File: config.mk
export PLATFORM = sky130hd
export DESIGN_NAME = if_stage
export DESIGN_NICKNAME = d
export VERILOG_FILES = /design/src/rtl/if_stage_pkg.sv /design/src/rtl/fetch_fifo.sv /design/src/rtl/if_stage.sv
export SDC_FILE = /design/constraint.sdc
export NUM_CORES = 1
export LEC_CHECK = 0
export CORE_MARGIN = 2
export CORE_UTILIZATION = 55
export CTS_CLUSTER_DIAMETER = 150
export DETAILED_ROUTE_END_ITERATION = 8
export PLACE_DENSITY_LB_ADDON = 0.1
export SLEW_MARGIN = 5
export SYNTH_ARGS = -nofsm -noshare
export SYNTH_HDL_FRONTEND = slang
export SYNTH_SLANG_ARGS = --single-unit
File: constraint.sdc
create_clock -name clk -period 19 [get_ports clk]
set_input_delay 4.75 -clock clk [delete_from_list [all_inputs] [get_ports clk]]
set_output_delay 4.75 -clock clk [all_outputs]
set_load 0.02 [all_outputs]
File: src/rtl/if_stage_pkg.sv
// rtl/if_stage_pkg.sv - shared constants and types for the instruction fetch stage
package if_stage_pkg;

    localparam logic [31:0] RESET_PC_DEFAULT  = 32'h0000_0000;
    localparam logic [31:0] NOP_INSTR_DEFAULT = 32'h0000_0013;

    typedef enum logic [1:0] {
        ST_IDLE = 2'd0,
        ST_WAIT = 2'd1,
        ST_DROP = 2'd2
    } fetch_state_t;

    typedef struct packed {
        logic [31:0] pc;
        logic [31:0] instr;
    } fetch_entry_t;

endpackage

File: src/rtl/fetch_fifo.sv
// rtl/fetch_fifo.sv - small shift-style fetch buffer with flush, head always at entry 0
module fetch_fifo
    import if_stage_pkg::*;
#(
    parameter int DEPTH = 1
) (
    input  logic         clk,
    input  logic         rst,
    input  logic         flush,
    input  logic         push,
    input  fetch_entry_t push_data,
    input  logic         pop,
    output fetch_entry_t head,
    output logic         full,
    output logic         empty
);

    localparam int CW = $clog2(DEPTH + 1);

    fetch_entry_t  mem [DEPTH];
    logic [CW-1:0] cnt;
    logic [CW-1:0] wr_idx;
    logic          do_push;
    logic          do_pop;

    assign full    = (cnt == CW'(DEPTH));
    assign empty   = (cnt == '0);
    assign do_pop  = pop && !empty;
    assign do_push = push && (!full || do_pop);
    assign wr_idx  = cnt - CW'(do_pop);
    assign head    = mem[0];

    // Occupancy: flush empties, otherwise net of push and pop.
    always_ff @(posedge clk or posedge rst) begin
        if (rst) begin
            cnt <= '0;
        end else if (flush) begin
            cnt <= '0;
        end else begin
            cnt <= cnt + CW'(do_push) - CW'(do_pop);
        end
    end

    // Storage: pop shifts toward entry 0; push writes just past the surviving entries.
    always_ff @(posedge clk or posedge rst) begin
        if (rst) begin
            for (int i = 0; i < DEPTH; i++) begin
                mem[i] <= '0;
            end
        end else if (!flush) begin
            if (do_pop) begin
                for (int i = 0; i < DEPTH - 1; i++) begin
                    mem[i] <= mem[i+1];
                end
            end
            if (do_push) begin
                for (int i = 0; i < DEPTH; i++) begin
                    if (wr_idx == CW'(i)) begin
                        mem[i] <= push_data;
                    end
                end
            end
        end
    end

endmodule

File: src/rtl/if_stage.sv
// rtl/if_stage.sv - instruction fetch stage; define IF_SKID_BUF_EN for a two-entry fetch buffer
module if_stage
    import if_stage_pkg::*;
#(
    parameter logic [31:0] RESET_PC  = RESET_PC_DEFAULT,
    parameter logic [31:0] NOP_INSTR = NOP_INSTR_DEFAULT
) (
    input  logic        clk,
    input  logic        rst,
    output logic        imem_req,
    output logic [31:0] imem_addr,
    input  logic        imem_gnt,
    input  logic        imem_rvalid,
    input  logic [31:0] imem_rdata,
    input  logic        stall_d,
    input  logic        pc_src_e,
    input  logic [31:0] pc_target_e,
    output logic [31:0] instr_d,
    output logic [31:0] pc_d,
    output logic [31:0] pc_plus4_d,
    output logic        valid_d
);

`ifdef IF_SKID_BUF_EN
    localparam int DEPTH = 2;
`else
    localparam int DEPTH = 1;
`endif

    fetch_state_t state;
    fetch_state_t state_next;
    logic [31:0]  pc;
    logic [31:0]  req_pc;
    logic         req_fire;
    logic         resp_take;
    logic         bypass;
    logic         fifo_push;
    logic         fifo_pop;
    logic         fifo_full;
    logic         fifo_empty;
    fetch_entry_t fifo_head;
    fetch_entry_t resp_entry;

    assign imem_addr  = pc;
    assign req_fire   = imem_req && imem_gnt;
    assign resp_entry = {req_pc, imem_rdata};
    // A response goes straight to decode when nothing older is queued ahead of it.
    assign bypass     = resp_take && fifo_empty && !stall_d;
    assign fifo_push  = resp_take && !bypass;
    assign fifo_pop   = !pc_src_e && !stall_d && !fifo_empty;
    assign pc_plus4_d = pc_d + 32'd4;

    // Fetch FSM state register.
    always_ff @(posedge clk or posedge rst) begin
        if (rst) begin
            state <= ST_IDLE;
        end else begin
            state <= state_next;
        end
    end

    // Fetch FSM next state: one outstanding request; a redirect while waiting drops the reply.
    always_comb begin
        state_next = state;
        case (state)
            ST_IDLE: if (req_fire) state_next = ST_WAIT;
            ST_WAIT: begin
                if (imem_rvalid) begin
                    state_next = ST_IDLE;
                end else if (pc_src_e) begin
                    state_next = ST_DROP;
                end
            end
            ST_DROP: if (imem_rvalid) state_next = ST_IDLE;
            default: state_next = ST_IDLE;
        endcase
    end

    // Fetch FSM outputs: request only from IDLE with buffer room; accept data only in WAIT.
    always_comb begin
        imem_req  = 1'b0;
        resp_take = 1'b0;
        case (state)
            ST_IDLE: imem_req  = !rst && !fifo_full && !pc_src_e;
            ST_WAIT: resp_take = imem_rvalid && !pc_src_e;
            default: ;
        endcase
    end

    // PC register and the PC of the outstanding request.
    always_ff @(posedge clk or posedge rst) begin
        if (rst) begin
            pc     <= RESET_PC;
            req_pc <= RESET_PC;
        end else begin
            if (pc_src_e) begin
                pc <= pc_target_e;
            end else if (req_fire) begin
                pc <= pc + 32'd4;
            end
            if (req_fire) begin
                req_pc <= pc;
            end
        end
    end

    // Decode register: redirect clears, stall holds, otherwise head, bypass or bubble.
    always_ff @(posedge clk or posedge rst) begin
        if (rst) begin
            instr_d <= NOP_INSTR;
            pc_d    <= '0;
            valid_d <= 1'b0;
        end else if (pc_src_e) begin
            instr_d <= NOP_INSTR;
            valid_d <= 1'b0;
        end else if (!stall_d) begin
            if (!fifo_empty) begin
                instr_d <= fifo_head.instr;
                pc_d    <= fifo_head.pc;
                valid_d <= 1'b1;
            end else if (resp_take) begin
                instr_d <= resp_entry.instr;
                pc_d    <= resp_entry.pc;
                valid_d <= 1'b1;
            end else begin
                instr_d <= NOP_INSTR;
                valid_d <= 1'b0;
            end
        end
    end

    fetch_fifo #(
        .DEPTH (DEPTH)
    ) u_fifo (
        .clk       (clk),
        .rst       (rst),
        .flush     (pc_src_e),
        .push      (fifo_push),
        .push_data (resp_entry),
        .pop       (fifo_pop),
        .head      (fifo_head),
        .full      (fifo_full),
        .empty     (fifo_empty)
    );

endmodule

# Word-level counts from Yosys, hierarchy flattened
# Cells that the tools add are included.
dict set report op_classes {
  addsub 5
  eq_ne 6
  n_mux 20
  bitwise_logic 4
  n_reduce_logical 23
}
# op count
set ops {}
lappend ops {{$mux W32} 8}
lappend ops {{$add A32 B3 Y32 const B} 2}
lappend ops {{$logic_and A1 B1 Y1} 11}
lappend ops {{$reduce_and A3 Y1} 3}
lappend ops {{$mux W2} 4}
lappend ops {{$mux W1} 7}
lappend ops {{$pmux W2 S3} 1}
lappend ops {{$logic_not A1 Y1} 5}
lappend ops {{$ne A2 B2 Y1 const B} 2}
lappend ops {{$not A1 Y1} 4}
lappend ops {{$reduce_bool A2 Y1} 2}
lappend ops {{$ne A3 B3 Y1 const B} 1}
lappend ops {{$eq A2 B1 Y1 const B} 1}
lappend ops {{$eq A2 B2 Y1 const B} 1}
lappend ops {{$logic_not A2 Y1} 1}
lappend ops {{$ne A2 B1 Y1 const B} 1}
lappend ops {{$sub A1 B1 Y1} 2}
lappend ops {{$add A1 B1 Y1} 1}
lappend ops {{$logic_or A1 B1 Y1} 1}
dict set report word_totals {
  register_bits 196
  word_cells 67
}

# Longest topological paths before layout
# Gate-level depths: netlist (run 1).
dict set report depth {
  depth_word 11
  mapped_depth 8
  ltp_nobuf 6
}

# Hierarchy
# From an unflattened synthesis (run 1), not the netlist that was laid out.
dict set report unflattened {
  hier_cells 842
  hier_area_um2 9268.9
}
# module instances cells_per_inst area_each_um2 seq_area_each_um2
set by_module_without_submodules {}
lappend by_module_without_submodules {if_stage 1 700 6523.8 3281.9}
lappend by_module_without_submodules {fetch_fifo 1 142 2745.1 1626.6}

# Least setup slack after synthesis (run 1)
# No wires, ideal clock.
dict set report synth_path {
  kind {input port to output port}
  start {input pc_src_e}
  end {output imem_req}
  arrival_ps 5691
  required_ps 14250
  path_slack_ps 8559
  stages 2
  n_path_buf 0
  cell_sequence {or2_2 nor4_1}
}
dict set report synth_between {
  elab_chain_cells 3
}
# element line_no
set synth_lines {}
lappend synth_lines {{start, declared} if_stage.sv:16} ;# input logic pc_src_e,
lappend synth_lines {{$logic_not A1 Y1} n/a}
lappend synth_lines {{$logic_and A1 B1 Y1} if_stage.sv:84} ;# ST_IDLE: imem_req = !rst && !fifo_full && !pc_src_e;
lappend synth_lines {{$mux W1} if_stage.sv:83} ;# case (state)
lappend synth_lines {{end, declared} if_stage.sv:10} ;# output logic imem_req,
# Every way passes these cells.

# Final worst setup path (run 1)
dict set report layout_path {
  start {input rst}
  end {output imem_req}
}
dict set report layout_between {
  elab_chain_cells 4
}
# element line_no
set layout_lines {}
lappend layout_lines {{start, declared} if_stage.sv:9} ;# input logic rst,
lappend layout_lines {{$logic_not A1 Y1 (no line)} n/a}
lappend layout_lines {{$logic_and A1 B1 Y1 (2 in a row)} if_stage.sv:84}
lappend layout_lines {{$mux W1} if_stage.sv:83}
# Every way passes these cells.

==> results of run 1 <==
==> sequential cells by signal, indices dropped and copies added, names as in the netlist <==
signal	count
state	2
valid_d	1
req_pc	32
u_fifo.full	1
u_fifo.head	64
imem_addr	32
pc_d	32
instr_d	32
==> power groups by stage <==
stage               logic [W]  registers (W)  clock network (W)
floorplan            0.000140       0.000584                  0
global placement     0.000293       0.000566                  0
detailed placement   0.000300       0.000570                  0
global route         0.000326       0.000576           0.000405
CTS                  0.000302       0.000563           0.000390
finish               0.000299       0.000564           0.000386
==> worst max-delay path, stage by stage <==
cell and delay [ps]:
clkdlybuf4s50_1 530, nor4_1 280, clkdlybuf4s50_1 650
==> area by class of cell <==
class / instances / area share
Clock buffer: 21 / 0.0387
Inverter: 19 / 0.00663
Tap cell: 220 / 0.0232
Sequential cell: 196 / 0.413
Clock inverter: 11 / 0.0143
Timing Repair Buffer: 208 / 0.172
Multi-Input combinational cell: 616 / 0.331
==> per-layer routing <==
layer / vias up / track usage / wire length, um
met5: - / 0 / 0
met1: 3532 / 0.368 / 10200
met2: 244 / 0.391 / 10000
li1: 3483 / - / -
met4: 0 / 0.0792 / 295
met3: 25 / 0.0609 / 1550
==> final timing paths <==
path                                     start             end  slack [ps]  depth (start not counted)
worst max register to register     u_fifo.full    imem_addr[6]       15960                          6
min in group asynchronous                  rst  u_fifo.head[2]        4920                          2
worst max-delay path                       rst        imem_req        8040                          3
worst min-delay path            u_fifo.head[0]  u_fifo.head[0]         490                          2
worst min register to register  u_fifo.head[0]  u_fifo.head[0]         490                          2
max in group asynchronous                  rst     u_fifo.full       12520                          3
==> cell families after synthesis <==
group,after synthesis
mux,97
compound gates,137
buf+inv,81
fa+ha+maj,2
xor+xnor,31
flops,196
simple gates,349
==> per-stage QoR <==
| step | worst slack (ps) | hold WS (ps) | instances | util | total power [W] |
|---|---|---|---|---|---|
| floorplan | 8560 | 450 | 893 | - | 0.000724 |
| global placement | 8030 | 462 | 1259 | 0.683 | 0.000860 |
| detailed placement | 8040 | 481 | 1259 | 0.683 | 0.000871 |
| CTS | 8020 | 497 | 1291 | 0.722 | 0.00125 |
| global route | 7920 | 514 | 1291 | 0.722 | 0.00131 |
| finish | 8040 | 494 | 1291 | 0.722 | 0.00125 |
==> placed cells by master, fill, tap and decap left out, types with 8 or more instances in the layout <==
cell type          n
nor2_1            22
clkbuf_16         17
nand4_1           23
nand2_1          166
a221oi_1          32
xor2_1             8
dfrtp_1          192
xnor2_1           23
nor3_1            34
mux2_2            63
mux2i_1           34
a21oi_1           10
nand3_1           28
o21ai_0           61
clkdlybuf4s50_1  197
inv_1             18
nor2b_1           34
buf_4              9
==> flow_metrics.env, run 1 <==
export IMPL_finalClockSkew_ps=8.91
export IMPL_cap_violations=0
export IMPL_hold_class="flop to flop"
export IMPL_cts_resized_gates=0
export IMPL_seqPwrFrac=0.452
export IMPL_synthXorXnorAreaFrac=0.0296
export IMPL_p_leak_nw=5.12
export IMPL_drtAntennaViolNets=0
export IMPL_arrival_ps=6210
export IMPL_syn_area_um2=9190
export IMPL_synth_mux_area_fraction=0.114
export IMPL_grt_antenna_before_repair=0
export IMPL_post_cts_buffers=0
export IMPL_dpl_hpwl_mm=14.4
export IMPL_start_util=0.558
export IMPL_synth_top_area_frac=0.526
export IMPL_p_sw_w=0.000374
export IMPL_comb_power_share=0.240
export IMPL_yosysTopAreaCell="dfrtp_1"
export IMPL_dieArea_um2=17800
export IMPL_synth_top_family_by_area="simple AND/OR/NAND/NOR gates"
export IMPL_die_h_um=133
export IMPL_clkTransAtPathRegs_ps=70
export IMPL_slew_violations=0
export IMPL_synthArstFlopShare=1.00
export IMPL_worstPathMaxFanout=3
export IMPL_postSynthCellCount=893
export IMPL_swShare=0.300
export IMPL_drt_wl_total_mm=22.0
export IMPL_detail_route_first_pass_iterations=5
export IMPL_cts_made_buffers=17
export IMPL_grt_usage=0.256
export IMPL_syn_to_final_growth_pct=29.4
export IMPL_layout_area_seq_um2=4910
export IMPL_setup_viol=0
export IMPL_synth_flop_cell="dfrtp_1"
export IMPL_worst_pin_slew_ps=1050
export IMPL_p_int_w=0.000874
export IMPL_synth_fa_ha_area_frac=0.00272
export IMPL_grt_pass1_wl_mm=36.5
export IMPL_rsz0062_at_grt="no"
export IMPL_cts_buffer_depth=2
export IMPL_max_freq_mhz=91.2
export IMPL_yosys_warnings=0
export IMPL_cp_data_required_time_ps=14250
export IMPL_holdBufCountCts=0
export IMPL_synthMostInstantiatedCell="dfrtp_1"
export IMPL_core_area_um2=16500
export IMPL_critPathCaptureType="output port"
export IMPL_start_kind="input pin"
export IMPL_synth_compound_area_frac=0.0983
export IMPL_multi_input_area_um2=3940
export IMPL_port_buffers=199
export IMPL_drc=0
export IMPL_synth_cell_types=48
export IMPL_io_pins=200
export IMPL_diodes=0
export IMPL_yosys_area_share_simple=0.181
export IMPL_netlist_top_cells_area="dfrtp_1 (53%), mux2_2 (7.7%), nand2_1 (6.8%), mux2i_1 (3.7%), o21ai_0 (3.4%)"
export IMPL_nNetsFinal=1130
export IMPL_grt_pass1_vias=7035
export IMPL_hold_viol_final=0
export IMPL_synth_fp_nets=965
export IMPL_synth_seq_area_share=0.534
export IMPL_period_share=0.577
export IMPL_nFillCells=1262
export IMPL_synth_edf_count=0
export IMPL_grt_start_max_net_pins=120
export IMPL_ys_top_cells_by_count="dfrtp_1 (193), nand2_1 (166), mux2_2 (63), o21ai_0 (62)"
export IMPL_design_area_um2=11900
export IMPL_ir_worst_vdd_uv=63.2
export IMPL_clock_root_buffer="clkbuf_16"
export IMPL_initialDrtViolationCount=531
export IMPL_htree_levels=4
export IMPL_place_gp_congestion=0.830
export IMPL_cts_sinks=196
export IMPL_slew_headroom=0.297
export IMPL_syn_area_per_cell_um2=10.3
export IMPL_viasPerCell=5.64
export IMPL_status="finished clean"
export IMPL_overflow=0
export IMPL_power_density_nw_per_um2=105
export IMPL_synth_seq_cells=196
export IMPL_vias=7284
export IMPL_drive_gt1_frac=0.112
export IMPL_wire_per_inst_um=17.1
export IMPL_fin_crit_ps=10960
export IMPL_cts_tree="built"
export IMPL_placed_area_um2=11300
export IMPL_die_x_um=133
export IMPL_fin_tns_setup_ps=0
export IMPL_insertion_delay_ps=440
export IMPL_power_share_clock=0.309
export IMPL_crit_type="input pin to output port"
export IMPL_num_rows=47
No activity file was read; power rests on OpenSTA's default activity.
==> run 2, diff against run 1 <==
Settings changed: CORE_UTILIZATION 55 to 51.
Clock period 19 ns to 10.95 ns, I/O delays scaled along.
==> flow_metrics.env, run 2 (synthesis gave the netlist of run 1 again) <==
export IMPL_status="finished clean"
export IMPL_met3_length_mm=1.27
export IMPL_crit_type="input pin to output port"
export IMPL_holdBufCountCts=0
export IMPL_cts_sinks=196
export IMPL_overflow=0
export IMPL_cts_made_buffers=17
export IMPL_clock_root_buffer="clkbuf_16"
export IMPL_initialDrtViolationCount=611
export IMPL_grt_start_max_net_pins=124
export IMPL_syn_to_final_growth_pct=29.2
export IMPL_start_util=0.515
export IMPL_vias=7115
export IMPL_slew_violations=0
export IMPL_cp_cell_sequence="buf_2 -> buf_4 -> or2_2 -> nor4_1 -> clkdlybuf4s50_1"
export IMPL_highest_layer="met4"
export IMPL_power_share_clock=0.295
export IMPL_place_ws_ps=3700
export IMPL_met2_length_mm=9.71
export IMPL_cap_violations=0
export IMPL_die_x_um=138
export IMPL_cp_data_required_time_ps=8210
export IMPL_largest_register_ffs=64
export IMPL_dpl_hpwl_mm=14.3
export IMPL_clkTransAtPathRegs_ps=70
export IMPL_critPathLaunch="pc_src_e"
export IMPL_hold_class="flop to flop"
export IMPL_ir_worst_vdd_uv=104
export IMPL_cts_buffer_depth=2
export IMPL_p_int_w=0.00146
export IMPL_period_share=0.665
export IMPL_io_pins=200
export IMPL_wl_met1_mm=10.5
export IMPL_nFillCells=1463
export IMPL_viasPerCell=5.47
export IMPL_htree_levels=4
export IMPL_reg2reg_depth=7
export IMPL_r2r_start="u_fifo.full"
export IMPL_fin_tns_setup_ps=0
export IMPL_seqPwrFrac=0.461
export IMPL_detail_route_first_pass_iterations=5
export IMPL_power_density_nw_per_um2=179
export IMPL_dieArea_um2=19100
export IMPL_setup_viol=0
export IMPL_cts_tree="built"
export IMPL_grt_pass1_wl_mm=36.2
export IMPL_critPathCaptureType="output port"
export IMPL_comb_power_share=0.244
export IMPL_start_kind="input pin"
export IMPL_slowest_stage="clkdlybuf4s50_1"
export IMPL_p_leak_nw=5.10
export IMPL_drtAntennaViolNets=0
export IMPL_worst_pin_slew_ps=1020
export IMPL_grt_usage=0.232
export IMPL_layout_setup_ws_ps=3670
export IMPL_diodes=0
export IMPL_nNetsFinal=1131
export IMPL_swShare=0.310
export IMPL_worstPathMaxFanout=85
export IMPL_die_h_um=138
export IMPL_final_cell_mix="clkdlybuf4s50_1 (197), dfrtp_1 (192), nand2_1 (166)"
export IMPL_fin_crit_ps=7280
export IMPL_slew_headroom=0.317
export IMPL_num_rows=49
export IMPL_r2r_slack_ps=7870
export IMPL_grt_antenna_before_repair=0
export IMPL_hold_viol_final=0
export IMPL_drc=0
export IMPL_insertion_delay_ps=420
export IMPL_arrival_ps=4550
export IMPL_r2r_end="imem_addr[11]"
export IMPL_drive_gt1_frac=0.114
export IMPL_grt_pass1_vias=6963
export IMPL_final_util=0.665
export IMPL_max_freq_mhz=137
export IMPL_post_cts_buffers=0
export IMPL_cts_resized_gates=0
export IMPL_p_sw_w=0.000658
export IMPL_cp_endpoint="imem_req"
export IMPL_max_stage_delay_ps=650
export IMPL_rsz0062_at_grt="no"
export IMPL_drt_wl_total_mm=21.7
export IMPL_finalClockSkew_ps=9.01
export IMPL_core_area_um2=17800
export IMPL_wire_per_inst_um=16.7
export IMPL_place_gp_congestion=0.812
export IMPL_final_common_cell="clkdlybuf4s50_1"
export IMPL_port_buffers=199
[run 2: layout make-up]
class / instances / area, um^2 / share of cell area
tap: 229 / 287 / 0.0241
multi-input combinational: 616 / 3940 / 0.332
timing repair buffer: 209 / 2060 / 0.173
clock buffer: 18 / 429 / 0.0362
sequential: 196 / 4910 / 0.414
clock inverter: 14 / 165 / 0.0139
inverter: 19 / 78.8 / 0.00664
[run 2: critical path: cells and delay by family]
kind          cells  cell delay [ps]
buf+inv           3             1130
simple gates      2              650
[run 2: metrics by stage]
step	total power, W	cells	hold WS, ps	cell area, um^2
floorplan	0.00126	893	450	9190
global placement	0.00149	1269	463	11300
detailed placement	0.00151	1269	476	11300
CTS	0.00214	1301	492	11900
global route	0.00223	1301	517	11900
finish	0.00212	1301	491	11900
[run 2: worst min path at each step]
stage | from | endpoint | depth (start not counted)
final | u_fifo.head[1] | u_fifo.head[1] | 2
after global routing | u_fifo.head[23] | u_fifo.head[23] | 1
after CTS | u_fifo.head[4] | u_fifo.head[4] | 2
after detailed placement | u_fifo.head[4] | u_fifo.head[4] | 2
after global placement | u_fifo.head[1] | u_fifo.head[1] | 2
after floorplan | u_fifo.head[0] | u_fifo.head[0] | 2
[run 2: per-layer routing]
| metal | vias to the layer above | track usage |
|---|---|---|
| li1 | 3481 | - |
| met1 | 3415 | 0.351 |
| met2 | 203 | 0.340 |
| met3 | 16 | 0.0561 |
| met4 | 0 | 0.0548 |
| met5 | - | 0 |
[run 2: power by group through the flow]
stage	Combinational, W	Sequential, W	Clock (W)
6_report	0.000518	0.000978	0.000626
5_1_grt	0.000565	0.000999	0.000670
4_1_cts	0.000524	0.000977	0.000638
3_5_place_dp	0.000522	0.000989	0
3_3_place_gp	0.000512	0.000982	0
2_1_floorplan	0.000243	0.00101	0
==> run 3, diff against run 2 <==
Settings changed: CORE_UTILIZATION 51 to 46.
Clock period 10.95 ns to 6.25 ns, I/O delays scaled along.
==> flow_metrics.env, run 3 (synthesis gave the netlist of run 1 again) <==
export IMPL_status="finished clean"
export IMPL_critPathTopFamily="simple AND/OR/NAND/NOR gates"
export IMPL_dieArea_um2=21100
export IMPL_largest_register_ffs=64
export IMPL_nNetsFinal=1132
export IMPL_max_stage_delay_ps=620
export IMPL_cts_sinks=196
export IMPL_p_leak_nw=5.11
export IMPL_port_buffers=199
export IMPL_start_util=0.470
export IMPL_dpl_hpwl_mm=15.2
export IMPL_cp_data_required_time_ps=4690
export IMPL_period_share=0.753
export IMPL_holdPathEnd="u_fifo.head[1]"
export IMPL_cp_cell_sequence="ha_1 -> and3_1 -> nand4_1 -> nor2_1 -> nand4_1 -> xnor2_1 -> clkdlybuf4s50_1"
export IMPL_arrival_ps=3150
export IMPL_hold_viol_final=0
export IMPL_reg2reg_depth=5
export IMPL_r2r_slack_ps=3040
export IMPL_crit_buf_inv=1
export IMPL_fin_crit_ps=4710
export IMPL_nFillCells=1705
export IMPL_cts_made_buffers=17
export IMPL_multi_input_area_um2=3940
export IMPL_die_x_um=145
export IMPL_grt_pass1_vias=7155
export IMPL_critPathCaptureType="output port"
export IMPL_whs_path_depth=2
export IMPL_design_area_um2=11900
export IMPL_vias=7233
export IMPL_fin_tns_setup_ps=0
export IMPL_start_kind="flop"
export IMPL_num_rows=51
export IMPL_r2r_end="u_fifo.head[5]"
export IMPL_power_density_nw_per_um2=316
export IMPL_drtAntennaViolNets=0
export IMPL_grt_pass1_wl_mm=37.9
export IMPL_initialDrtViolationCount=417
export IMPL_r2r_start="u_fifo.full"
export IMPL_placed_area_um2=11300
export IMPL_insertion_delay_ps=430
export IMPL_hold_start="u_fifo.head[1]"
export IMPL_clkTransAtPathRegs_ps=80
export IMPL_layout_area_seq_um2=4910
export IMPL_post_cts_buffers=0
export IMPL_cts_buffer_depth=2
export IMPL_cts_resized_gates=0
export IMPL_slew_violations=0
export IMPL_die_h_um=145
export IMPL_wire_per_inst_um=17.3
export IMPL_layout_setup_ws_ps=1540
export IMPL_drc=0
export IMPL_cap_violations=0
export IMPL_cts_tree="built"
export IMPL_rsz0062_at_grt="no"
export IMPL_ir_worst_vdd_uv=224
export IMPL_detail_route_first_pass_iterations=7
export IMPL_grt_start_max_net_pins=133
export IMPL_syn_to_final_growth_pct=30.0
export IMPL_grt_usage=0.223
export IMPL_io_pins=200
export IMPL_crit_type="flop to output port"
export IMPL_holdBufCountCts=0
export IMPL_crit_top_cell="nand4_1"
export IMPL_finalClockSkew_ps=9.02
export IMPL_setup_viol=0
export IMPL_overflow=0
export IMPL_worst_pin_slew_ps=1060
export IMPL_max_freq_mhz=212
export IMPL_final_cell_mix="clkdlybuf4s50_1 (197), dfrtp_1 (192), nand2_1 (166)"
export IMPL_total_power_w=0.00377
export IMPL_drive_gt1_frac=0.116
export IMPL_worstPathMaxFanout=8
export IMPL_viasPerCell=5.41
export IMPL_final_common_cell="clkdlybuf4s50_1"
export IMPL_slowest_stage="clkdlybuf4s50_1"
export IMPL_slew_headroom=0.293
export IMPL_core_area_um2=19500
export IMPL_grt_antenna_before_repair=0
export IMPL_place_ws_ps=1740
export IMPL_htree_levels=4
export IMPL_diodes=0
export IMPL_clock_root_buffer="clkbuf_16"
export IMPL_hold_class="flop to flop"
export IMPL_drt_wl_total_mm=23.2
export IMPL_place_gp_congestion=0.831
[run 3: cell types whose count changed in the layout (fill, tap and decap cells not counted), moves of 2 or more]
cell        delta
clkinvlp_4     +2
clkinv_4       -3
clkbuf_8       +2
inv_6          +2
[run 3: worst min-delay path: stages (launching register included)]
cell and delay, ps:
dfrtp_1 350, nand2_1 50, o21ai_0 60
[run 3: layer usage]
layer,vias to the layer above,part of all wire,GRT usage
met5,-,0,0
met4,0,0.015,0.0691
met3,26,0.049,0.0522
met2,179,0.47,0.347
met1,3560,0.47,0.312
li1,3468,-,-
[run 3: where the power goes]
part | internal [W] | switching, W | leakage, nW
Sequential | 0.00150 | 0.000210 | 2.54
Clock | 0.000627 | 0.000517 | 0.296
Combinational | 0.000467 | 0.000452 | 2.28
Total | 0.00259 | 0.00118 | 5.11
[run 3: worst max path at each step]
stage,from,endpoint,cells after the start
5_1_grt,pc_d[2],pc_plus4_d[28],7
4_1_cts,pc_d[2],pc_plus4_d[28],7
2_1_floorplan,rst,imem_addr[0],1
3_3_place_gp,rst,imem_req,3
6_report,pc_d[2],pc_plus4_d[28],7
3_5_place_dp,rst,imem_req,3
[run 3: layout make-up]
type                            instances  share of cell area
Sequential cell                       196               0.411
Multi-Input combinational cell        616               0.330
Tap cell                              265              0.0278
Inverter                               19             0.00629
Clock buffer                           19              0.0379
Clock inverter                         13              0.0133
Timing Repair Buffer                  210               0.174
[run 3: per-stage QoR]
stage,cells,util,hold WS [ps]
after global placement,1306,0.580,464
final,1338,0.612,485
after detailed placement,1306,0.580,471
after floorplan,893,-,450
after CTS,1338,0.612,489
after global routing,1338,0.612,510
